$ cat src/rtl/fetch_buffer.sv
// Eight-entry instruction queue between the PC stage and decode, with drop-and-refetch replay.
// Define FETCH_BUFFER_BYPASS_EN to forward the first instruction of a packet straight out when empty.
module fetch_buffer (
  input  logic        clk,
  input  logic        rstn,
  input  logic        flush,
  input  logic        in_valid,
  input  logic [31:0] in_pc,
  input  logic [31:0] in_inst0,
  input  logic [31:0] in_inst1,
  input  logic        in_taken,
  input  logic        in_taken_slot0,
  output logic        in_allowin,
  output logic        out_valid,
  output logic [31:0] out_pc,
  output logic [31:0] out_inst,
  output logic        out_taken,
  input  logic        out_ready,
  output logic        set_pc_from_PRIV,
  output logic [31:0] pc_from_PRIV
);

  typedef enum logic {StNormal, StReplay} state_e;

  state_e      state_q;
  logic [3:0]  count_q;
  logic [2:0]  rd_ptr_q;
  logic [2:0]  wr_ptr_q;
  logic [31:0] replay_pc_q;

  logic [31:0] pc_mem   [8];
  logic [31:0] inst_mem [8];
  logic [7:0]  taken_mem;

  logic        one_slot;
  logic [3:0]  nslots;
  logic [31:0] first_pc, first_inst, second_pc;
  logic        first_taken;
  logic        head_valid, deq, bypass_used;
  logic [3:0]  count_after;
  logic        room, pc_match, accept;
  logic        enq_first, enq_second;
  logic [3:0]  n_enq;
  logic [31:0] wr_a_pc, wr_a_inst;
  logic        wr_a_taken, wr_a_en, wr_b_en;

  // A packet starting at slot 1, or taken in slot 0, contributes a single instruction.
  always_comb begin
    one_slot    = in_pc[2] | (in_taken & in_taken_slot0);
    nslots      = one_slot ? 4'd1 : 4'd2;
    first_pc    = in_pc;
    first_inst  = in_pc[2] ? in_inst1 : in_inst0;
    first_taken = one_slot & in_taken;
    second_pc   = {in_pc[31:3], 3'b100};
  end

  assign head_valid = (count_q != 4'd0);
  assign deq        = head_valid & out_ready;
  assign in_allowin = (state_q == StNormal) && (count_q <= 4'd6);

`ifdef FETCH_BUFFER_BYPASS_EN
  logic bypass;
  assign bypass      = (count_q == 4'd0) && (state_q == StNormal) && !flush && in_valid;
  assign bypass_used = bypass & out_ready;
  always_comb begin
    out_valid = head_valid | bypass;
    out_pc    = bypass ? first_pc    : pc_mem[rd_ptr_q];
    out_inst  = bypass ? first_inst  : inst_mem[rd_ptr_q];
    out_taken = bypass ? first_taken : taken_mem[rd_ptr_q];
  end
`else
  assign bypass_used = 1'b0;
  always_comb begin
    out_valid = head_valid;
    out_pc    = pc_mem[rd_ptr_q];
    out_inst  = inst_mem[rd_ptr_q];
    out_taken = taken_mem[rd_ptr_q];
  end
`endif

  always_comb begin
    count_after = count_q - {3'b000, deq};
    room        = (count_after + nslots) <= 4'd8;
    pc_match    = (in_pc == replay_pc_q);
    accept      = in_valid && room && ((state_q == StNormal) || pc_match);
    enq_first   = accept && !bypass_used;
    enq_second  = accept && !one_slot;
    n_enq       = {3'b000, enq_first} + {3'b000, enq_second};
    // Port A takes the first instruction unless it was bypassed, then the second lands there.
    wr_a_en     = enq_first | enq_second;
    wr_b_en     = enq_first & enq_second;
    wr_a_pc     = enq_first ? first_pc    : second_pc;
    wr_a_inst   = enq_first ? first_inst  : in_inst1;
    wr_a_taken  = enq_first ? first_taken : in_taken;
  end

  // Entry contents are never reset; count and pointers alone define validity.
  always_ff @(posedge clk) begin
    if (wr_a_en) begin
      pc_mem[wr_ptr_q]    <= wr_a_pc;
      inst_mem[wr_ptr_q]  <= wr_a_inst;
      taken_mem[wr_ptr_q] <= wr_a_taken;
    end
    if (wr_b_en) begin
      pc_mem[wr_ptr_q + 3'd1]    <= second_pc;
      inst_mem[wr_ptr_q + 3'd1]  <= in_inst1;
      taken_mem[wr_ptr_q + 3'd1] <= in_taken;
    end
  end

  always_ff @(posedge clk) begin
    if (!rstn) begin
      state_q          <= StNormal;
      count_q          <= 4'd0;
      rd_ptr_q         <= 3'd0;
      wr_ptr_q         <= 3'd0;
      replay_pc_q      <= 32'd0;
      set_pc_from_PRIV <= 1'b0;
      pc_from_PRIV     <= 32'd0;
    end else if (flush) begin
      state_q          <= StNormal;
      count_q          <= 4'd0;
      rd_ptr_q         <= 3'd0;
      wr_ptr_q         <= 3'd0;
      set_pc_from_PRIV <= 1'b0;
    end else begin
      count_q          <= count_after + n_enq;
      rd_ptr_q         <= rd_ptr_q + {2'b00, deq};
      wr_ptr_q         <= wr_ptr_q + n_enq[2:0];
      set_pc_from_PRIV <= 1'b0;
      unique case (state_q)
        StNormal: begin
          if (in_valid && !accept) begin
            state_q          <= StReplay;
            set_pc_from_PRIV <= 1'b1;
            pc_from_PRIV     <= in_pc;
            replay_pc_q      <= in_pc;
          end
        end
        StReplay: begin
          if (in_valid && pc_match) begin
            if (accept) begin
              state_q <= StNormal;
            end else begin
              set_pc_from_PRIV <= 1'b1;
              pc_from_PRIV     <= replay_pc_q;
            end
          end
        end
        default: state_q <= StNormal;
      endcase
    end
  end

endmodule
$ cat config.mk
export PLATFORM = sky130hd
export DESIGN_NAME = fetch_buffer
export DESIGN_NICKNAME = d
export VERILOG_FILES = /design/src/rtl/fetch_buffer.sv
export SDC_FILE = /design/constraint.sdc
export NUM_CORES = 1
export LEC_CHECK = 0
export ABC_AREA = 1
export BUFFER_PORTS_ARGS = -buffer_cell sky130_fd_sc_hd__buf_2
export CORE_MARGIN = 5
export CORE_UTILIZATION = 40
export DETAILED_ROUTE_END_ITERATION = 12
export HOLD_SLACK_MARGIN = 0.02
export PLACE_DENSITY = 0.57
export SYNTH_ARGS = -nofsm -noshare
export SYNTH_HDL_FRONTEND = slang
export SYNTH_SLANG_ARGS = --single-unit
$ cat constraint.sdc
create_clock -name clk -period 8.41 [get_ports clk]
set_input_delay 0.841 -clock clk [delete_from_list [all_inputs] [get_ports clk]]
set_output_delay 0.841 -clock clk [all_outputs]
set_load 0.01 [all_outputs]
# == Word level (Yosys, flattened, before mapping) ==
# Memory sizes are Yosys's and may differ from the RTL's. A register that Yosys moved wholly into a read port is not among the register bits.
# Cells that the tools add are included.
# W data, S select, Z words.
# word_totals
reg_bits,84
mem_bits_rw,512
in_bits,103
output_inout_bits,100
n_memories,2
# mem_list
name,words,word_bits,read_ports,rd_clocked_by_memory_dff,write_ports,line,source
inst_mem,8,32,1,1,2,32,logic [31:0] inst_mem [8];
pc_mem,8,32,1,1,2,31,logic [31:0] pc_mem [8];
# op_classes
add_sub_neg,7
n_lt_le_gt_ge,7
n_eq_ne,4
muxes,31
bitwise,9
reduce_logical,15
# ops
op,count
$mux W32,5
$pmux W32 S2,1
$eq A32 B32 Y1,1
$bwmux W8,2
$mux W8,2
$lt A3 B4 Y1 const B,3
$mux W1,12
$mux W3,3
$add A4 B2 Y4,2
$logic_and A1 B1 Y1,8
$demux W1 S3,2
$ge A3 B1 Y1 const B,2
$and A1 B1 Y1,4
$le A4 B3 Y1 const B,1
$le A4 B4 Y1 const B,1
$ne A2 B1 Y1 const B,2
$pmux W1 S2,2
$reduce_and A4 Y1,1
$reduce_bool A4 Y1,1
$sub A4 B1 Y4,1
$add A3 B1 Y3,1
$add A3 B1 Y3 const B,1
$add A3 B2 Y3,1
$bmux W1 S3,1
9 further kinds,13

# == Longest topological paths before layout ==
# logic_depth
ltp_word,12
ltp_mapped,23
ltp_nobuf,23

# == Worst setup path before layout ==
# Ideal clock, no wire load.
# synth_timing
kind,input to register
start,input in_taken
end,memory pc_mem[0][21] (data pin)
setup_ns,0.141
arrival_time_ns,4.992
setup_slack_ns,3.277
path_stages,16
path_cell_list,buf_2 a21oi_1 inv_1 ha_1 fa_1 nor2_1 nand3_1 nand3_1 nand2_1 a21oi_4 nand3_1 nand2_1 inv_1 buf_2 buf_6 nor2_1
# synth_rtl
element,line,source
start: declaration,11,"input logic in_taken,"
end: declaration,31,

==> impl_metrics.toml <==
[worst_setup_path]
regToRegStartpoint = "count_q[2]"
worstSetupPathType = "in -> reg"
cpPeakStageDelay_ps = 800
rrSetupSlack_ps = 3080
start_kind = "primary input"
slowest_stage = "nand2_4"
end_kind = "flop"
critPathMaxFanout = 69
required_ps = 8840
critical-path-top-delay-family = "simple AND/OR/NAND/NOR gates"
worstRegToRegCells = 17
worstPathCellList = "buf_2, a21oi_1, inv_1, ha_1, fa_1, nor2_1, nand3_1, nand3_1, nand2_1, a21oi_4, nand3_2, buf_4, nand2_4, inv_1, nor2_1"
worstPathArrival_ps = 5830
critical_path_buf_inv_count = 4
rr_endpoint = "pc_mem[4][8]"

[drt]
vias_per_cell = 5.43
dr.pass1.iters = 5
wirelength_mm = 84.4
route.detailed.drc = 0
drtIter0Drc = 1907
ant_nets = 0
wire_per_inst_microns = 20.3
vias = 22600

[pwr]
irDropWorstVdd_v = 0.000141
pwr_density_cell_nw_per_um2 = 240
power_leakage_nw = 12.2

[logic_synthesis]
synth_warnings = 0
synth_area_sq_um = 28300
synthCells = 3097
ys_types = 39
syn-num-nets = 3212
ys_ff_latch = 596
synth_seq_area_share_pct = 59.5
synth_area_per_cell_sq_um = 9.13

[layout]
syn_to_final_growth_pct = 12.9
instances_no_fill = 4156
antennaDiodeCount = 0
layout-drive-gt1-share_pct = 12.1
fillers = 6721
final_nets = 3282

[sta]
tightest_slew_ps = 1160
period_share_pct = 64.2
final.setup.tns_ps = 0
final_max_slew_viol_count = 0
finClkSkew_ps = 18.6
timing.final.crit_period_ps = 5400
finalHoldViolations = 0
rsz0062_at_grt = "no"
slew_headroom_pct = 22.3
setup_viol = 0
max_clock_freq_mhz = 185

[hold_path]
min_path_type = "reg -> reg"
hp-start = "pc_mem[0][0]"
holdPathStages = 2
min_to = "pc_mem[0][0]"

[status]
status = "completed"

[die]
rows = 97
die_area_sq_um = 76100
die_w_microns = 276
core_area_sq_um = 70000
dieHeight_microns = 276
initial_core_util_pct = 40.4
io_pins = 203

[placement]
io_buffer_count = 202
dp_cells = 4037
globalplace.congestion = 0.817
place.detailed.hpwl_mm = 50.5

[job]
drv_cap = 0

[clocking]
cts_buffers = 68
htreeDepth = 3
clk_pin_slew_ps = 60
cts_sinks = 596
cts-root-buf = "clkbuf_16"
post_cts_resized = 0
cts_tree = "built"
clockBufferDepth = 3
cts_hold_buf = 0
insertion_delay_ps = 600
postCtsSetupBuffers = 0

[grt]
grt_pass1_vias = 22000
antenna_found_initial = 2
grt_max_degree = 94
grt_pass1_wl_mm = 129
grt.total_usage_pct = 21.6
grt-ovfl-total = 0
[cell usage after synthesis (all sizes together)]
master | instances | area [sq um]
xor2 | 4 | 35.0
nand2 | 445 | 1700
edfxtp | 488 | 14700
o22ai | 65 | 407
and2 | 1 | 6.26
clkbuf | 170 | 638
or2 | 1 | 6.26
o211ai | 10 | 75.1
xnor2 | 28 | 245
o32ai | 1 | 8.76
dfxtp | 108 | 2160
nor3 | 4 | 35.0
nand3 | 23 | 153
a21oi | 98 | 502
ha | 10 | 125
inv | 106 | 398
fa | 2 | 40.0
buf | 56 | 350
a211oi | 1 | 7.51
a22oi | 1 | 7.51
a221oi | 1 | 8.76
nor2 | 722 | 2720
a31oi | 66 | 413
o21ai | 624 | 3220
clkinv | 26 | 97.6
nand4 | 36 | 255
[cell families (layout without fill, tap and decap cells)]
| logic type | after synthesis | after routing | share of synthesized area (%) |
|---|---|---|---|
| AND/OR/NAND/NOR | 1232 | 1232 | 17.2 |
| adder cells (fa/ha/maj) | 12 | 12 | 0.584 |
| buffers and inverters | 358 | 477 | 5.25 |
| XOR/XNOR | 32 | 32 | 0.992 |
| AO/OA/AOI/OAI | 867 | 867 | 16.5 |
| flip-flops | 596 | 596 | 59.5 |
[final cells by class]
class / count / area, sq um / area share (%)
clock buffer: 92 / 1890 / 5.91
tap: 940 / 1180 / 3.69
timing repair buffer: 226 / 1190 / 3.73
sequential: 596 / 16800 / 52.7
inverter: 132 / 505 / 1.58
clock inverter: 27 / 284 / 0.890
multi-input combinational: 2143 / 10000 / 31.5
[layout by cell type, fill, tap and decap left out, types with 65 or more instances in the layout]
cell type	instances
a21oi_1	97
a31oi_1	66
buf_2	202
clkbuf_16	71
dfxtp_1	105
edfxtp_1	488
inv_1	93
nand2_1	433
nor2_1	719
o21ai_0	579
o22ai_1	65
[where the power goes]
part | internal, mW | switching (mW) | leakage [nW] | total, mW
Combinational | 0.366 | 0.839 | 5.57 | 1.20
Clock | 1.73 | 1.21 | 1.05 | 2.94
Sequential | 3.43 | 0.0710 | 5.57 | 3.51
[worst register-to-register path: stages, from the launching register on]
cell     delay [ps]
dfxtp_1         350
nor2_1          160
nand3_1         110
and2_1          170
ha_1            200
ha_1            320
inv_1           130
fa_1            430
nor2_1          120
nand3_1         100
nand3_1          80
nand2_1         100
a21oi_4         510
nand3_2         120
buf_4           360
nand2_4         810
inv_1           790
nor2_1          280
[sequential cells by signal (all words and copies together), names as in the netlist, 3 cells and up]
name          cells
count_q           4
inst_mem        256
pc_from_PRIV     32
pc_mem          256
rd_ptr_q          3
replay_pc_q      32
taken_mem         8
wr_ptr_q          3
[how the worst max path moves through the flow]
stage                    end  cells past startpoint       start  slack, ps
3_5_place_dp    pc_mem[4][8]                     15    in_taken       2350
3_3_place_gp    pc_mem[4][8]                     15    in_taken       2450
2_1_floorplan  pc_mem[0][21]                     16    in_taken       3280
4_1_cts         pc_mem[4][8]                     15    in_taken       2960
6_report        pc_mem[4][8]                     15    in_taken       3010
5_1_grt        pc_mem[4][11]                     17  count_q[2]       2630
[per-stage QoR]
step	power [mW]	cell area [sq um]	setup WS (ps)	hold slack, ps	utilization, %
6_report	7.65	31900	3010	449	45.6
3_5_place_dp	4.78	29700	2350	444	42.5
4_1_cts	7.71	31900	2960	452	45.6
5_1_grt	7.98	31900	2630	468	45.6
3_3_place_gp	4.75	29700	2450	436	42.5
2_1_floorplan	4.33	28300	3280	421	-
[routing by layer]
| metal | global-route usage [%] | vias up | part of all wire, % |
|---|---|---|---|
| met5 | 0 | - | 0.025 |
| met4 | 6.31 | 4 | 2.9 |
| met3 | 3.83 | 154 | 6.1 |
| met2 | 36.7 | 724 | 48 |
| met1 | 28.6 | 10900 | 43 |
| li1 | - | 10800 | - |
Power figures use the tool's default switching activity.
